### src/rtl/riscv_pkg.sv
// Shared encodings for the memory stage: ResultSrc selects, load/store
// funct3 codes and the bus-access FSM state type.
package riscv_pkg;

    localparam logic [1:0] RESULT_ALU  = 2'b00;
    localparam logic [1:0] RESULT_LOAD = 2'b01;
    localparam logic [1:0] RESULT_PC4  = 2'b10;

    localparam logic [2:0] F3_LB  = 3'b000;
    localparam logic [2:0] F3_LH  = 3'b001;
    localparam logic [2:0] F3_LW  = 3'b010;
    localparam logic [2:0] F3_LBU = 3'b100;
    localparam logic [2:0] F3_LHU = 3'b101;

    localparam logic [2:0] F3_SB  = 3'b000;
    localparam logic [2:0] F3_SH  = 3'b001;
    localparam logic [2:0] F3_SW  = 3'b010;

    typedef enum logic {
        IDLE = 1'b0,
        WAIT = 1'b1
    } mem_state_t;

endpackage

### src/rtl/mem_stage_if.sv
// Data-bus request/response bundle between the memory stage (master)
// and the data memory / bus fabric (slave).
interface mem_stage_if;

    logic        mem_req;
    logic        mem_we;
    logic [31:0] mem_addr;
    logic [31:0] mem_wdata;
    logic [3:0]  mem_wstrb;
    logic [31:0] mem_rdata;
    logic        mem_ack;

    modport master (
        output mem_req, mem_we, mem_addr, mem_wdata, mem_wstrb,
        input  mem_rdata, mem_ack
    );

    modport slave (
        input  mem_req, mem_we, mem_addr, mem_wdata, mem_wstrb,
        output mem_rdata, mem_ack
    );

endinterface

### src/rtl/lsu_align.sv
// Load/store lane alignment: store data replication and byte strobes,
// load lane extraction with sign/zero extension, and detection of
// misaligned or reserved-size accesses.
module lsu_align
    import riscv_pkg::*;
(
    input  logic        is_store,
    input  logic        is_load,
    input  logic [2:0]  funct3,
    input  logic [1:0]  addr_lo,
    input  logic [31:0] store_data,
    input  logic [31:0] load_raw,
    output logic [31:0] wdata,
    output logic [3:0]  wstrb,
    output logic [31:0] load_data,
    output logic        misaligned
);

    logic [7:0]  byte_sel;
    logic [15:0] half_sel;

    assign byte_sel = load_raw[{addr_lo, 3'b000} +: 8];
    assign half_sel = load_raw[{addr_lo[1], 4'b0000} +: 16];

    // Lane steering and fault decode for the current M-stage access.
    always_comb begin
        wdata      = store_data;
        wstrb      = '0;
        load_data  = load_raw;
        misaligned = 1'b0;
        if (is_store) begin
            case (funct3)
                F3_SB: begin
                    wdata = {4{store_data[7:0]}};
                    wstrb = 4'b0001 << addr_lo;
                end
                F3_SH: begin
                    wdata = {2{store_data[15:0]}};
                    if (addr_lo[0]) misaligned = 1'b1;
                    else            wstrb = addr_lo[1] ? 4'b1100 : 4'b0011;
                end
                F3_SW: begin
                    if (addr_lo != 2'b00) misaligned = 1'b1;
                    else                  wstrb = 4'b1111;
                end
                default: misaligned = 1'b1;
            endcase
        end else if (is_load) begin
            case (funct3)
                F3_LB:  load_data = {{24{byte_sel[7]}}, byte_sel};
                F3_LBU: load_data = {24'h000000, byte_sel};
                F3_LH: begin
                    load_data  = {{16{half_sel[15]}}, half_sel};
                    misaligned = addr_lo[0];
                end
                F3_LHU: begin
                    load_data  = {16'h0000, half_sel};
                    misaligned = addr_lo[0];
                end
                F3_LW:  misaligned = (addr_lo != 2'b00);
                default: misaligned = 1'b1;
            endcase
        end
    end

endmodule

### src/rtl/mem_stage.sv
// Pipeline memory stage: issues data-bus accesses, stalls the front of the
// pipe while waiting for mem_ack, and owns the MEM/WB register.
// Optional feature: define MEM_TIMEOUT_EN to abandon a bus access after
// TIMEOUT_CYCLES without acknowledge (reported as a one-cycle FaultM).
module mem_stage
    import riscv_pkg::*;
#(
    parameter int unsigned TIMEOUT_CYCLES = 255
) (
    input  logic               clk,
    input  logic               reset,
    input  logic               RegWriteM,
    input  logic               MemWriteM,
    input  logic [1:0]         ResultSrcM,
    input  logic [2:0]         funct3M,
    input  logic [4:0]         rdM,
    input  logic [31:0]        PCplus4M,
    input  logic [31:0]        ALUResultM,
    input  logic [31:0]        WriteDataM,
    mem_stage_if.master        bus,
    output logic               StallM,
    output logic               FaultM,
    output logic               RegWriteW,
    output logic [1:0]         ResultSrcW,
    output logic [4:0]         rdW,
    output logic [31:0]        ALUResultW,
    output logic [31:0]        ReadDataW,
    output logic [31:0]        PCplus4W
);

    mem_state_t  state, state_next;
    logic        is_store, is_load;
    logic        misaligned;
    logic        timeout;
    logic        pending;
    logic [31:0] load_data;

    assign is_store = MemWriteM;
    assign is_load  = ~MemWriteM & (ResultSrcM == RESULT_LOAD);

    lsu_align u_lsu_align (
        .is_store   (is_store),
        .is_load    (is_load),
        .funct3     (funct3M),
        .addr_lo    (ALUResultM[1:0]),
        .store_data (WriteDataM),
        .load_raw   (bus.mem_rdata),
        .wdata      (bus.mem_wdata),
        .wstrb      (bus.mem_wstrb),
        .load_data  (load_data),
        .misaligned (misaligned)
    );

    // A timed-out access counts as faulting, so it drops out of pending too.
    assign pending = (is_store | is_load) & ~misaligned & ~timeout & ~reset;
    assign FaultM  = misaligned | timeout;
    assign StallM  = pending & ~bus.mem_ack;

    assign bus.mem_req  = pending;
    assign bus.mem_we   = MemWriteM;
    assign bus.mem_addr = {ALUResultM[31:2], 2'b00};

`ifdef MEM_TIMEOUT_EN
    localparam int unsigned CNT_W = (TIMEOUT_CYCLES > 1) ? $clog2(TIMEOUT_CYCLES) : 1;
    localparam logic [CNT_W-1:0] CNT_LAST = CNT_W'(TIMEOUT_CYCLES - 1);

    logic [CNT_W-1:0] wait_cnt;

    // Counts cycles spent in WAIT; the IDLE cycle that issued the request
    // plus TIMEOUT_CYCLES-1 WAIT cycles make up the stall window.
    always_ff @(posedge clk) begin
        if (reset || state != WAIT || state_next != WAIT) wait_cnt <= '0;
        else                                             wait_cnt <= wait_cnt + 1'b1;
    end

    assign timeout = ~reset & (state == WAIT) & ~bus.mem_ack & (wait_cnt == CNT_LAST);
`else
    assign timeout = 1'b0;
`endif

    // Bus-access FSM state register.
    always_ff @(posedge clk) begin
        if (reset) state <= IDLE;
        else       state <= state_next;
    end

    // Next state: park in WAIT until the outstanding access is acknowledged.
    always_comb begin
        state_next = state;
        case (state)
            IDLE: if (pending && !bus.mem_ack) state_next = WAIT;
            WAIT: if (!pending || bus.mem_ack) state_next = IDLE;
            default: state_next = IDLE;
        endcase
    end

    // MEM/WB register: bubble while stalled, kill writeback on a fault.
    always_ff @(posedge clk) begin
        if (reset) begin
            RegWriteW  <= 1'b0;
            ResultSrcW <= '0;
            rdW        <= '0;
            ALUResultW <= '0;
            ReadDataW  <= '0;
            PCplus4W   <= '0;
        end else if (StallM) begin
            RegWriteW  <= 1'b0;
        end else begin
            RegWriteW  <= RegWriteM & ~FaultM;
            ResultSrcW <= ResultSrcM;
            rdW        <= rdM;
            ALUResultW <= ALUResultM;
            ReadDataW  <= (is_load & ~FaultM) ? load_data : '0;
            PCplus4W   <= PCplus4M;
        end
    end

endmodule

### src/flat_wrapper.sv
// flat-port wrapper written by rule: the top's interface ports become plain ports
module mem_stage_flat import riscv_pkg::*;
#(
    parameter int unsigned TIMEOUT_CYCLES = 255
)
  (clk, reset, RegWriteM, MemWriteM, ResultSrcM, funct3M, rdM, PCplus4M, ALUResultM, WriteDataM, StallM, FaultM, RegWriteW, ResultSrcW, rdW, ALUResultW, ReadDataW, PCplus4W, bus_mem_req, bus_mem_we, bus_mem_addr, bus_mem_wdata, bus_mem_wstrb, bus_mem_rdata, bus_mem_ack);
  mem_stage_if bus_i ();
  input  logic clk;
  input  logic reset;
  input  logic RegWriteM;
  input  logic MemWriteM;
  input  logic [1:0] ResultSrcM;
  input  logic [2:0] funct3M;
  input  logic [4:0] rdM;
  input  logic [31:0] PCplus4M;
  input  logic [31:0] ALUResultM;
  input  logic [31:0] WriteDataM;
  output logic StallM;
  output logic FaultM;
  output logic RegWriteW;
  output logic [1:0] ResultSrcW;
  output logic [4:0] rdW;
  output logic [31:0] ALUResultW;
  output logic [31:0] ReadDataW;
  output logic [31:0] PCplus4W;
  output wire logic [$bits(bus_i.mem_req)-1:0] bus_mem_req;
  output wire logic [$bits(bus_i.mem_we)-1:0] bus_mem_we;
  output wire logic [$bits(bus_i.mem_addr)-1:0] bus_mem_addr;
  output wire logic [$bits(bus_i.mem_wdata)-1:0] bus_mem_wdata;
  output wire logic [$bits(bus_i.mem_wstrb)-1:0] bus_mem_wstrb;
  input wire logic [$bits(bus_i.mem_rdata)-1:0] bus_mem_rdata;
  input wire logic [$bits(bus_i.mem_ack)-1:0] bus_mem_ack;
  assign bus_mem_req = bus_i.mem_req;
  assign bus_mem_we = bus_i.mem_we;
  assign bus_mem_addr = bus_i.mem_addr;
  assign bus_mem_wdata = bus_i.mem_wdata;
  assign bus_mem_wstrb = bus_i.mem_wstrb;
  assign bus_i.mem_rdata = bus_mem_rdata;
  assign bus_i.mem_ack = bus_mem_ack;
  mem_stage #(.TIMEOUT_CYCLES(TIMEOUT_CYCLES)) u_core (.clk(clk), .reset(reset), .RegWriteM(RegWriteM), .MemWriteM(MemWriteM), .ResultSrcM(ResultSrcM), .funct3M(funct3M), .rdM(rdM), .PCplus4M(PCplus4M), .ALUResultM(ALUResultM), .WriteDataM(WriteDataM), .bus(bus_i), .StallM(StallM), .FaultM(FaultM), .RegWriteW(RegWriteW), .ResultSrcW(ResultSrcW), .rdW(rdW), .ALUResultW(ALUResultW), .ReadDataW(ReadDataW), .PCplus4W(PCplus4W));
endmodule
### config.mk
export PLATFORM = sky130hd
export DESIGN_NAME = mem_stage_flat
export DESIGN_NICKNAME = d
export VERILOG_FILES = /design/src/rtl/riscv_pkg.sv /design/src/rtl/mem_stage_if.sv /design/src/rtl/lsu_align.sv /design/src/rtl/mem_stage.sv /design/src/flat_wrapper.sv
export SDC_FILE = /design/constraint.sdc
export NUM_CORES = 1
export LEC_CHECK = 0
export ABC_CLOCK_PERIOD_IN_PS = 4600
export BUFFER_PORTS_ARGS = -buffer_cell sky130_fd_sc_hd__buf_2
export CAP_MARGIN = 10
export CORE_MARGIN = 10
export CORE_UTILIZATION = 45
export DETAILED_ROUTE_END_ITERATION = 16
export PLACE_DENSITY_LB_ADDON = 0.2
export SYNTH_ARGS = -nofsm -noshare
export SYNTH_HDL_FRONTEND = slang
export SYNTH_SLANG_ARGS = --single-unit
### constraint.sdc
create_clock -name clk -period 4.6 [get_ports clk]
set_input_delay 0.23 -clock clk [delete_from_list [all_inputs] [get_ports clk]]
set_output_delay 0.23 -clock clk [all_outputs]
set_load 0.05 [all_outputs]
# Word-level counts from Yosys, hierarchy flattened
# Index checks and enable logic that the tools add are counted.
[op_classes]
add_sub_neg = 0
mul = 0
n_div = 0
magnitude_cmp = 0
n_eq_ne = 5
n_shift = 3
n_mux = 17
bitwise_logic = 11
n_reduce_logical = 5
[ops]
columns = ["operator", "n"]
rows = [
  ["$mux 32", 4],
  ["$pmux 32 s4", 1],
  ["$pmux 32 s2", 1],
  ["$shiftx 32x6->16", 1],
  ["$shiftx 32x6->8", 1],
  ["$mux 4", 4],
  ["$pmux 4 s3", 1],
  ["$and 1x1->1", 6],
  ["$eq 3x3->1 const B", 2],
  ["$pmux 1 s3", 2],
  ["$reduce_or 2->1", 3],
  ["$mux 1", 4],
  ["$not 1->1", 4],
  ["$shl 1x2->4 const A", 1],
  ["$eq 3x1->1 const B", 1],
  ["$eq 3x2->1 const B", 1],
  ["$logic_not 3->1", 1],
  ["$eq 2x1->1 const B", 1],
  ["$reduce_bool 2->1", 1],
  ["$or 1x1->1", 1],
]
[word_totals]
regBits = 104
latch_bits = 0
ram_bits = 0
rom_bits = 0
out_inout_bits = 176
memories = 0

# Longest topological paths before layout
# Gate-level depths: netlist (run 1).
[depth]
word_depth = 10
mapped_depth = 7

# By module
# From an unflattened synthesis (run 1), not the netlist that was laid out.
[unflattened]
cells_unflattened = 605
area_unflattened_um2 = 5749.3
[modules_own_cells]
columns = ["module", "n_inst", "cells_per_inst", "area_each_um2"]
rows = [
  ["mem_stage", 1, 412, 4465.5],
  ["lsu_align", 1, 193, 1283.7],
]

# Least setup slack after synthesis (run 1)
# OpenSTA, ideal clock, no wires.
[synth_timing]
kind = "input port to output port"
startpoint = "in funct3M[0]"
endpoint = "out bus_mem_wstrb[0]"
t_arrival_ns = 3.305
setup_slack_ns = 1.065
cell_stages = 4
path_cell_list = "buf_2 buf_1 buf_2 a2111oi_0"
[synth_between]
elab_chain_len = 3
elab_cells_between_ends = 5
[synth_rtl]
columns = ["element", "line", "rtl"]
rows = [
  ["start: declaration", "flat_wrapper.sv:13", "input logic [2:0] funct3M;"],
  ["$eq 3x2->1 (tied with other cells)", "lsu_align.sv:32", "case (funct3)"],
  ["$pmux 4 s3 *", "lsu_align.sv:32", ""],
  ["$mux 4 *", "lsu_align.sv:31", "if (is_store) begin"],
  ["end: declaration", "flat_wrapper.sv:30", "output wire logic [$bits(bus_i.mem_wstrb)-1:0] bus_mem_wstrb;"],
]
# Mark *: on every way between the ends. The rest lies on a longest branch, timed or not.

# Worst setup path after layout (run 1)
[layout_timing]
startpoint = "in ALUResultM[1]"
endpoint = "out StallM"
[layout_between]
elab_chain_len = 8
elab_cells_between_ends = 10
[layout_rtl]
columns = ["element", "line", "rtl"]
rows = [
  ["start: declaration", "flat_wrapper.sv:16", "input logic [31:0] ALUResultM;"],
  ["$reduce_bool 2->1 *", "lsu_align.sv:43, lsu_align.sv:60", ""],
  ["$pmux 1 s3 / $mux 1 (equally long branches)", "lsu_align.sv:49, lsu_align.sv:43", ""],
  ["$mux 1 / $pmux 1 s3 (equally long branches)", "lsu_align.sv:48, lsu_align.sv:32", ""],
  ["$mux 1 *", "lsu_align.sv:31", ""],
  ["$not 1->1 *", "mem_stage.sv:55", "assign pending = (is_store | is_load) & ~misaligned & ~timeout & ~reset;"],
  ["$and 1x1->1 * (2 in series)", "mem_stage.sv:55", ""],
  ["$and 1x1->1 *", "mem_stage.sv:57", "assign StallM = pending & ~bus.mem_ack;"],
  ["end: declaration", "flat_wrapper.sv:18", "output logic StallM;"],
]
# Marks and branches as above.

==> metrics.yaml, run 1 <==
finalMaxSlewViolations: 0
antenna_violations_before_repair: 0
grt_pass1_vias: 5976
final_hold_viol_count: 0
multi_input_area_sq_um: 2800
chipWidth_um: 130.4
antenna_nets_post_route: 0
wl_per_cell_um: 20.74
first_iter_violations: 496
maxSlewHeadroom: 0.3800
max-vdd-ir-drop_v: 0.0001617
max_clock_freq_mhz: 377.7
netlist_area_sq_um: 5488
die-height_um: 130.4
worst_ep_required_ns: 4.37
post-place-ws_ns: 1.483
replace_congestion: 0.8595
setup-tns-final_ns: 0
leakage_nw: 3.298
synthesis.instances: 637
holdCritPathClass: "input port to register"
final_core_util: 0.5917
detailedRoute.firstPassIterationCount: 5
post_cts_buffers: 0
globalRouteOverflowTotal: 0
post_drt_via_cell_ratio: 5.827
cts-resized-gates: 0
wirelength_routed_mm: 21.12
io_pins: 319
globalRouteTotalUtil: 0.2312
flip_flop_and_latch_count_after_synthesis: 104
layout.cells.most_common: "sky130_fd_sc_hd__buf_2"
max_slew.worst_pin.slew_ns: 0.9270
core_region_area_sq_um: 11960
status: "complete, no violations"
yosysSeqAreaShare: 0.3794
clock_path_buffers: 2
cts-htree-levels: 3
synth_cell_type_count: 54
power_density_nw_per_um2: 340.5
post_dp_cell_area_sq_um: 6749
fin_nets: 1008
fin_crit_sh: 0.5756
clkLatencyLatePin_ns: 0.34
max_cap_violations: 0
ys_async_sr_fraction: 0
commonest_cells_after_routing_fill_and_taps_aside: "316 x sky130_fd_sc_hd__buf_2, 104 x sky130_fd_sc_hd__dfxtp_1, 90 x sky130_fd_sc_hd__a21oi_1"
worst_slack_ns: 1.952
root_buffer: "sky130_fd_sc_hd__clkbuf_16"
vias: 5932
hpwlAfterDp_mm: 15.75
syn_avg_cell_area_sq_um: 8.615
final_period_minus_worst_setup_slack_ns: 2.648
report.final.setup_viol: 0
drcViolationCount: 0
critical_path.endpoint_type: "output port"
finalPower_mw: 2.410
finClkSkew_ns: 0
cts.clk_slew.worst_paths_ns: 0.07
number_of_buffers_added_on_ports: 316
ctsHoldBuffers: 0
ratio_of_cells_with_drive_above_1_in_the_final_layout: 0.4368
critPathLaunchType: "input port"
first_pass_grt_wire_length_mm: 31.67
floorplan.rows: 40
arrival_ns: 2.42
timing.critical_path.fanout_max: 33
start_util: 0.4588
dieArea_sq_um: 17010
postLayoutCellArea_sq_um: 7078
dominantRegCellSynth: "sky130_fd_sc_hd__dfxtp_1"
area.growth.synth_to_final_pct: 28.98
grt_max_degree: 78
cts_tree: "built"
cts-buffers-inserted: 9
final.fill_count: 1113
grt_setup_unrepaired: "no"
critPathKind: "input port to output port"
synth.yosys.warnings: 0
synth_edf_count: 0
cts_num_sinks: 104
area.sequential_sq_um: 2082
final timing paths:
path,startpoint,end,slack (ns),depth (start not counted)
hold reg to reg,u_core.ReadDataW[23],u_core.ReadDataW[23],0.47,1
setup reg to reg,u_core.rdW[4],u_core.rdW[4],3.89,2
setup / recovery,ALUResultM[1],StallM,1.95,6
hold / removal,PCplus4M[24],u_core.PCplus4W[24],0.13,3
synth_stat cells (3+ instances only):
master	instances	share of area
sky130_fd_sc_hd__buf_1	9	0.0062
sky130_fd_sc_hd__nand3b_1	3	0.0041
sky130_fd_sc_hd__nand2b_1	10	0.011
sky130_fd_sc_hd__o2bb2ai_2	3	0.0082
sky130_fd_sc_hd__o32ai_1	3	0.0048
sky130_fd_sc_hd__a32oi_1	3	0.0048
sky130_fd_sc_hd__o2bb2ai_1	16	0.026
sky130_fd_sc_hd__buf_4	42	0.057
sky130_fd_sc_hd__clkbuf_1	42	0.029
sky130_fd_sc_hd__a32o_1	4	0.0073
sky130_fd_sc_hd__dfxtp_1	104	0.38
sky130_fd_sc_hd__nor2_1	23	0.016
sky130_fd_sc_hd__a21oi_1	90	0.082
sky130_fd_sc_hd__o211ai_1	75	0.10
sky130_fd_sc_hd__mux2i_1	12	0.022
sky130_fd_sc_hd__or3b_2	3	0.0048
sky130_fd_sc_hd__mux2_2	21	0.043
sky130_fd_sc_hd__a22o_1	7	0.011
sky130_fd_sc_hd__o21ai_0	10	0.0091
sky130_fd_sc_hd__a211oi_1	4	0.0055
sky130_fd_sc_hd__inv_1	7	0.0048
sky130_fd_sc_hd__nand3_1	72	0.066
sky130_fd_sc_hd__buf_2	16	0.015
sky130_fd_sc_hd__o21ai_1	15	0.014
critical path, stage by stage:
cell	delay, ns
sky130_fd_sc_hd__buf_2	0.31
sky130_fd_sc_hd__or4_4	0.65
sky130_fd_sc_hd__a21oi_4	0.17
sky130_fd_sc_hd__o21ai_1	0.13
sky130_fd_sc_hd__inv_1	0.52
sky130_fd_sc_hd__buf_2	0.38
sequential cells by signal, indices dropped and copies added (netlist names):
signal             cells
u_core.ALUResultW     32
u_core.PCplus4W       32
u_core.ReadDataW      32
u_core.RegWriteW       1
u_core.ResultSrcW      2
u_core.rdW             5
logic make-up (layout without fill, tap and decap cells):
group | after synthesis | in the layout | share of synthesized area
other | 1 | 3 | 0.0006833
multiplexers | 34 | 34 | 0.06908
AND/OR/NAND/NOR | 131 | 131 | 0.1272
XOR/XNOR | 1 | 1 | 0.001596
buffers and inverters | 118 | 350 | 0.1158
AO/OA/AOI/OAI | 248 | 248 | 0.3062
flip-flops | 104 | 104 | 0.3794
per-layer routing:
metal / up-vias / wire length, um / global-route usage
met2: 278 / 10720 / 0.4094
li1: 2813 / - / -
met4: 0 / 593 / 0.09287
met3: 32 / 2077 / 0.08219
met5: - / 0 / 0
met1: 2809 / 7723 / 0.2459
layout make-up:
| cell class | instances | share of cell area |
|---|---|---|
| Multi-Input combinational cell | 416 | 0.3956 |
| Sequential cell | 104 | 0.2941 |
| Timing Repair Buffer | 327 | 0.2351 |
| Clock buffer | 10 | 0.03235 |
| Tap cell | 147 | 0.02599 |
| Clock inverter | 6 | 0.01273 |
| Inverter | 7 | 0.003712 |
| Antenna cell | 1 | 0.0003535 |
where the power goes:
group	internal, mW	switching (mW)	leakage [nW]
logic	0.160	0.459	2.29
registers	0.940	0.0200	0.858
clock network	0.481	0.350	0.153
metrics by stage:
step           hold WS (ns)  std cells
2_1_floorplan        0.3819        638
3_3_place_gp         0.4403       1000
3_5_place_dp         0.4464       1000
4_1_cts              0.1206       1016
5_1_grt              0.1317       1017
6_report             0.1321       1018
Power figures use the tool's default switching activity.
==> inputs of run 2 (changes only) <==
--- a/config.mk
+++ b/config.mk
@@ -5,7 +5,8 @@
 export SDC_FILE = /design/constraint.sdc
 export NUM_CORES = 1
 export LEC_CHECK = 0
-export ABC_CLOCK_PERIOD_IN_PS = 4600
+export ABC_AREA = 1
+export ABC_CLOCK_PERIOD_IN_PS = 2500
 export BUFFER_PORTS_ARGS = -buffer_cell sky130_fd_sc_hd__buf_2
 export CAP_MARGIN = 10
 export CORE_MARGIN = 10
==> constraint.sdc (replaced) <==
create_clock -name clk -period 2.5 [get_ports clk]
set_input_delay 0.125 -clock clk [delete_from_list [all_inputs] [get_ports clk]]
set_output_delay 0.125 -clock clk [all_outputs]
set_load 0.05 [all_outputs]
==> run 2 against run 1 <==
Critical path depth increased by 5. Final cell count increased by 42%. Die area increased by 8.5%. Flip-flop and latch count unchanged. Count of clock-buffer cells in the layout decreased by 1. Hold slack got worse by 0.070 ns. Routed wire length decreased by 5.3%. First-iteration DRC count decreased by 11%. Critical path type unchanged. Largest cell class unchanged.
==> metrics.yaml, run 2 <==
critPathLaunchType: "input port"
grt_setup_unrepaired: "no"
post_layout_nonfiller_instances: 1443  # +42%
report.final.setup_viol: 0  # unchanged
post_cts_buffers: 0  # unchanged
globalRouteOverflowTotal: 0  # unchanged
max_clock_freq_mhz: 484.6
die-height_um: 135.9  # +4.2%
flip_flop_and_latch_count_after_synthesis: 104  # unchanged
holdCritPathClass: "input port to register"
cts_tree: "built"
first_iter_violations: 441  # -11%
cts-buffers-inserted: 9  # unchanged
antenna_violations_before_repair: 0  # unchanged
timing.critical_path.slowest_stage_cell: "sky130_fd_sc_hd__buf_2"
hpwlAfterDp_mm: 15.89  # +0.94%
root_buffer: "sky130_fd_sc_hd__clkbuf_16"
commonest_cells_after_routing_fill_and_taps_aside: "337 x sky130_fd_sc_hd__nand2_1, 316 x sky130_fd_sc_hd__buf_2, 196 x sky130_fd_sc_hd__nor2_1"
synth_top_area_cell: "sky130_fd_sc_hd__dfxtp_1"
power_density_nw_per_um2: 606.4  # +78%
grt_max_degree: 95  # +22%
worst_setup_path_endpoint: "bus_mem_wdata[17]"
critical_path.endpoint_type: "output port"
setup-tns-final_ns: 0  # unchanged
netlist_area_sq_um: 6041  # +10%
globalRouteTotalUtil: 0.2050  # -0.02623
syn_avg_cell_area_sq_um: 5.975  # -31%
cts-resized-gates: 0  # unchanged
critPathKind: "input port to output port"
reg2reg_depth: 2  # unchanged
synth_edf_count: 0  # unchanged
critical_path.n_buffers_inverters: 5  # +2
wirelength_routed_mm: 20.00  # -5.3%
synth_cell_type_count: 27  # -50%
status: "complete, no violations"
ys_async_sr_fraction: 0  # unchanged
max_cap_violations: 0  # unchanged
ctsHoldBuffers: 0  # unchanged
antenna_nets_post_route: 0  # unchanged
delay_heaviest_family_cp: "buffers and inverters"
timing.critical_path.from: "funct3M[1]"
ys_top_cells_by_area: "sky130_fd_sc_hd__dfxtp_1 34%, sky130_fd_sc_hd__nand2_1 21%, sky130_fd_sc_hd__nor2_1 12%"
yosys-top-cells-count: "337 x sky130_fd_sc_hd__nand2_1, 196 x sky130_fd_sc_hd__nor2_1, 134 x sky130_fd_sc_hd__inv_1, 104 x sky130_fd_sc_hd__dfxtp_1, 54 x sky130_fd_sc_hd__buf_4"
critPathMaxStageDelay_ns: 0.29  # -0.36 ns
final_hold_viol_count: 0  # unchanged
path_depth: 11  # +5
multi_input_area_sq_um: 2831  # +1.1%
cts_num_sinks: 104  # unchanged
area.growth.synth_to_final_pct: 27.78
max-vdd-ir-drop_v: 0.0003671  # +130%
chipWidth_um: 135.9  # +4.2%
diodes: 0  # -1
rr_endpoint: "u_core.ReadDataW[6]"
cts.clk_slew.worst_paths_ns: 0.07  # about the same
finClkSkew_ns: 0  # unchanged
wl_per_cell_um: 13.86  # -33%
leakage_nw: 5.018  # +52%
dieArea_sq_um: 18460  # +8.5%
replace_congestion: 0.9835  # +14%
worst_path_most_repeated_cell: "sky130_fd_sc_hd__nand2_1"
finalPower_mw: 4.681  # +94%
dominantRegCellSynth: "sky130_fd_sc_hd__dfxtp_1"
cts-htree-levels: 3  # unchanged
dp_cells: 1427  # +43%
worstPathCellList: "buf_2, inv_2, nand2_1, nor2_2, inv_1, nand2_1, nand2_1, buf_4, nand2_1, o21ai_0, buf_2"
drcViolationCount: 0  # unchanged
yosysSeqAreaShare: 0.3447  # -0.03473
post_drt_via_cell_ratio: 4.543  # -22%
grt_pass1_vias: 6007  # +0.52%
top_regs: "u_core.ALUResultW x32, u_core.PCplus4W x32, u_core.ReadDataW x32"
yosys.area.top_type_share: 0.3447  # -0.03473
layout.cells.most_common: "sky130_fd_sc_hd__nand2_1"
vias: 6555  # +11%
clkLatencyLatePin_ns: 0.35  # about the same
core_region_area_sq_um: 13190  # +10%
fin_crit_sh: 0.8254
clock_path_buffers: 2  # unchanged
final_period_minus_worst_setup_slack_ns: 2.063
most_frequent_cell_after_synthesis: "sky130_fd_sc_hd__nand2_1"
fin_nets: 1405  # +39%
timing.critical_path.fanout_max: 15  # -55%
synth.yosys.warnings: 0  # unchanged
reg2reg_setup_slack_ns: 1.86  # -2.03 ns
final.fill_count: 1400  # +26%
area.sequential_sq_um: 2082  # unchanged
start_util: 0.4580  # -0.0008089
arrival_ns: 1.94  # -0.48 ns
ratio_of_cells_with_drive_above_1_in_the_final_layout: 0.2920  # -0.1448
detailedRoute.firstPassIterationCount: 5  # unchanged
worst_ep_required_ns: 2.38  # -1.99 ns
synthesis.instances: 1011  # +59%
floorplan.rows: 42  # +5.0%
regToRegStartpoint: "u_core.ReadDataW[6]"
finalMaxSlewViolations: 0  # unchanged
first_pass_grt_wire_length_mm: 30.71  # -3.1%
number_of_buffers_added_on_ports: 316  # unchanged
io_pins: 319  # unchanged
-- run 2: cell count changes after synthesis, sizes merged, moves of 14 or more --
cell	delta
inv	+134
nor2	+178
nand3	-29
mux2	-21
nand2	+337
clkbuf	-21
o2bb2ai	-19
o21bai	+14
a21oi	-79
o211ai	-71
-- run 2: power by group --
part           switching (mW)  internal [mW]  total, mW
combinational            1.08          0.365       1.44
sequential             0.0462           1.76       1.81
clock                   0.647          0.787       1.43
total                    1.77           2.91       4.68
-- run 2: cells by family (layout without fill, tap and decap cells) --
group                  Yosys count  in the layout  synth area share
flip-flops                     104            104            0.3447
AO/OA/AOI/OAI                   75             75           0.07291
AND/OR/NAND/NOR                597            597            0.3940
other                            1              2         0.0006208
buffers and inverters          234            489            0.1879
-- run 2: worst min path at each step --
stage	from	endpoint	slack, ns	depth (start not counted)
finish	PCplus4M[22]	u_core.PCplus4W[22]	0.06	5
global placement	PCplus4M[25]	u_core.PCplus4W[25]	0.41	5
global route	PCplus4M[25]	u_core.PCplus4W[25]	0.07	5
CTS	PCplus4M[22]	u_core.PCplus4W[22]	0.05	5
detailed placement	PCplus4M[25]	u_core.PCplus4W[25]	0.43	5
floorplan	ALUResultM[10]	u_core.ALUResultW[10]	0.32	4
-- run 2: final cells by class --
type	instances	area share
clock buffer	9	0.02918
clock inverter	7	0.01021
inverter	141	0.06857
multi-input combinational	674	0.3668
sequential	104	0.2697
tap	176	0.02853
timing repair buffer	332	0.2269
-- run 2: per-stage QoR --
step	utilization	area (sq um)	setup WS, ns	hold WS [ns]
after detailed placement	0.5621	7415	0.4674	0.4257
after global routing	0.5852	7719	0.2595	0.06675
final	0.5852	7719	0.4366	0.06215
after floorplan	-	6045	0.2142	0.3177
after global placement	0.5621	7415	0.4966	0.4145
after CTS	0.5852	7719	0.4624	0.05097
-- run 2: worst register-to-register path, cell delays in order, from the launching register on --
cell and delay (ns):
sky130_fd_sc_hd__dfxtp_1 0.33, sky130_fd_sc_hd__o21ai_0 0.15, sky130_fd_sc_hd__nor2_1 0.05
-- run 2: metal layers --
metal / GRT usage / part of all wire
met1: 0.2448 / 0.41
met2: 0.3499 / 0.48
met3: 0.05756 / 0.090
met4: 0.06095 / 0.017
met5: 0 / 0
==> inputs of run 3 (changes only) <==
--- a/config.mk
+++ b/config.mk
@@ -6,11 +6,11 @@
 export NUM_CORES = 1
 export LEC_CHECK = 0
 export ABC_AREA = 1
-export ABC_CLOCK_PERIOD_IN_PS = 2500
+export ABC_CLOCK_PERIOD_IN_PS = 1700
 export BUFFER_PORTS_ARGS = -buffer_cell sky130_fd_sc_hd__buf_2
 export CAP_MARGIN = 10
 export CORE_MARGIN = 10
-export CORE_UTILIZATION = 45
+export CORE_UTILIZATION = 41
 export DETAILED_ROUTE_END_ITERATION = 16
 export PLACE_DENSITY_LB_ADDON = 0.2
 export SYNTH_ARGS = -nofsm -noshare
==> constraint.sdc (replaced) <==
create_clock -name clk -period 1.7 [get_ports clk]
set_input_delay 0.085 -clock clk [delete_from_list [all_inputs] [get_ports clk]]
set_output_delay 0.085 -clock clk [all_outputs]
set_load 0.05 [all_outputs]
==> run 3 against run 2 <==
Register-to-register slack got worse by 0.79 ns. Largest cell class unchanged. Sequential power increased by 47%. Flip-flop and latch count is the same. Die area increased by 8.3%. Total power grew 46%. Count of clock-buffer cells in the layout unchanged. Core utilization fell by 3.5 points. Clock skew unchanged. Cell area increased by 3.2%.
==> metrics.yaml, run 3 (synthesis gave the netlist of run 2 again) <==
post_cts_buffers: 0  # unchanged
final_period_minus_worst_setup_slack_ns: 1.527
area.growth.synth_to_final_pct: 31.92
antenna_violations_before_repair: 0  # unchanged
hpwlAfterDp_mm: 16.60  # +4.5%
reg2reg_depth: 2  # unchanged
leakage_nw: 5.140  # +2.4%
max_slew.worst_pin.slew_ns: 0.6636
number_of_buffers_added_on_ports: 316  # unchanged
first_iter_violations: 342  # -22%
ctsHoldBuffers: 0  # unchanged
regToRegStartpoint: "u_core.ReadDataW[6]"
rr_endpoint: "u_core.ReadDataW[6]"
cts_num_sinks: 104  # unchanged
final.fill_count: 1476  # +5.4%
dp_cells: 1453  # +1.8%
finClkSkew_ns: 0  # unchanged
holdPathEnd: "u_core.PCplus4W[31]"
chipWidth_um: 141.4  # +4.1%
replace_congestion: 0.9267  # -5.8%
first_pass_grt_wire_length_mm: 30.94  # +0.76%
cts-resized-gates: 0  # unchanged
power_density_nw_per_um2: 857.5  # +41%
ratio_of_cells_with_drive_above_1_in_the_final_layout: 0.3082  # +0.01614
start_util: 0.4172  # -0.04076
die-height_um: 141.4  # +4.1%
core_region_area_sq_um: 14480  # +9.8%
max-vdd-ir-drop_v: 0.0004056  # +10%
grt_setup_unrepaired: "no"
worst_ep_required_ns: 1.62  # -0.76 ns
vias: 6646  # +1.4%
cts_tree: "built"
status: "complete, no violations"
dieArea_sq_um: 19990  # +8.3%
hold-path-cell-count: 5  # unchanged
max_cap_violations: 0  # unchanged
arrival_ns: 1.44  # -0.50 ns
grt_max_degree: 54  # -43%
timing.hold.ws_ns: 0.02647  # -0.03569 ns
critical_path.endpoint_type: "output port"
finalMaxSlewViolations: 0  # unchanged
globalRouteTotalUtil: 0.1877  # -0.01731
drcViolationCount: 0  # unchanged
clock_path_buffers: 2  # unchanged
io_pins: 319  # unchanged
holdCritPathClass: "input port to register"
max_clock_freq_mhz: 654.8
post_drt_via_cell_ratio: 4.518  # -0.54%
critPathKind: "input port to output port"
detailedRoute.firstPassIterationCount: 5  # unchanged
clkLatencyLatePin_ns: 0.34  # about the same
fin_nets: 1423  # +1.3%
cts.clk_slew.worst_paths_ns: 0.08  # about the same
critPathLaunchType: "input port"
report.final.setup_viol: 0  # unchanged
wl_per_cell_um: 13.81  # -0.35%
maxSlewHeadroom: 0.5571
final_core_util: 0.5504  # -0.03480
antenna_nets_post_route: 0  # unchanged
postLayoutCellArea_sq_um: 7969  # +3.2%
commonest_cells_after_routing_fill_and_taps_aside: "337 x sky130_fd_sc_hd__nand2_1, 316 x sky130_fd_sc_hd__buf_2, 196 x sky130_fd_sc_hd__nor2_1"
wirelength_routed_mm: 20.32  # +1.6%
reg2reg_setup_slack_ns: 1.07  # -0.79 ns
timing.critical_path.fanout_max: 17  # +2
layout.cells.most_common: "sky130_fd_sc_hd__nand2_1"
cts-htree-levels: 3  # unchanged
floorplan.rows: 44  # +4.8%
final_hold_viol_count: 0  # unchanged
post_dp_cell_area_sq_um: 7672  # +3.5%
post_layout_nonfiller_instances: 1471  # +1.9%
cts-buffers-inserted: 9  # unchanged
fin_crit_sh: 0.8983
globalRouteOverflowTotal: 0  # unchanged
worst_hold_startpoint: "PCplus4M[31]"
root_buffer: "sky130_fd_sc_hd__clkbuf_16"
top_regs: "u_core.ALUResultW x32, u_core.PCplus4W x32, u_core.ReadDataW x32"
finalPower_mw: 6.833  # +46%
grt_pass1_vias: 6027  # +0.33%
run 3: cell type report:
type	count	area [sq um]	area share
Sequential cell	104	2082	0.2613
Inverter	141	529.3	0.06642
Clock buffer	9	225.2	0.02826
Clock inverter	7	66.31	0.008322
Multi-Input combinational cell	674	2869	0.3600
Timing Repair Buffer	350	1962	0.2462
Tap cell	184	230.2	0.02889
Antenna cell	2	5.005	0.0006280
run 3: worst max-delay path by stage:
| stage | start | end | slack (ns) | cells after the start |
|---|---|---|---|---|
| after floorplan | funct3M[1] | bus_mem_wdata[10] | -0.33 | 9 |
| final | funct3M[0] | bus_mem_wdata[26] | 0.17 | 11 |
| after global placement | ALUResultM[1] | u_core.ReadDataW[21] | 0.15 | 12 |
| after CTS | funct3M[0] | bus_mem_wdata[16] | 0.18 | 11 |
| after global routing | funct3M[0] | bus_mem_wdata[26] | 0.02 | 11 |
| after detailed placement | ALUResultM[0] | u_core.PCplus4W[26] | 0.13 | 12 |
run 3: layer usage:
| layer | vias to the layer above | GRT usage | share of wire |
|---|---|---|---|
| met5 | - | 0 | 0 |
| met3 | 15 | 0.06842 | 0.096 |
| met1 | 2878 | 0.2268 | 0.42 |
| li1 | 3513 | - | - |
| met2 | 240 | 0.3099 | 0.47 |
| met4 | 0 | 0.04519 | 0.012 |
run 3: worst max-delay path, cell delays in order:
cell and delay (ns):
sky130_fd_sc_hd__buf_2 0.14, sky130_fd_sc_hd__inv_2 0.07, sky130_fd_sc_hd__nand2_1 0.10, sky130_fd_sc_hd__nor2_2 0.06, sky130_fd_sc_hd__inv_1 0.17, sky130_fd_sc_hd__nand2_1 0.07, sky130_fd_sc_hd__nand2_1 0.10, sky130_fd_sc_hd__buf_4 0.23
sky130_fd_sc_hd__nand2_1 0.07, sky130_fd_sc_hd__nand2_1 0.08, sky130_fd_sc_hd__buf_2 0.27
run 3: through the flow:
stage                     setup WS [ns]  TNS, ns
after global placement           0.1477        0
after CTS                        0.1813        0
after detailed placement         0.1304        0
after global routing            0.02352        0
final                            0.1728        0
after floorplan                 -0.3303   -2.845
run 3: where the power goes:
part / switching [mW] / internal, mW / total [mW]
clock network: 0.969 / 1.02 / 1.99
logic: 1.60 / 0.583 / 2.18
registers: 0.0694 / 2.59 / 2.66
total: 2.64 / 4.20 / 6.83
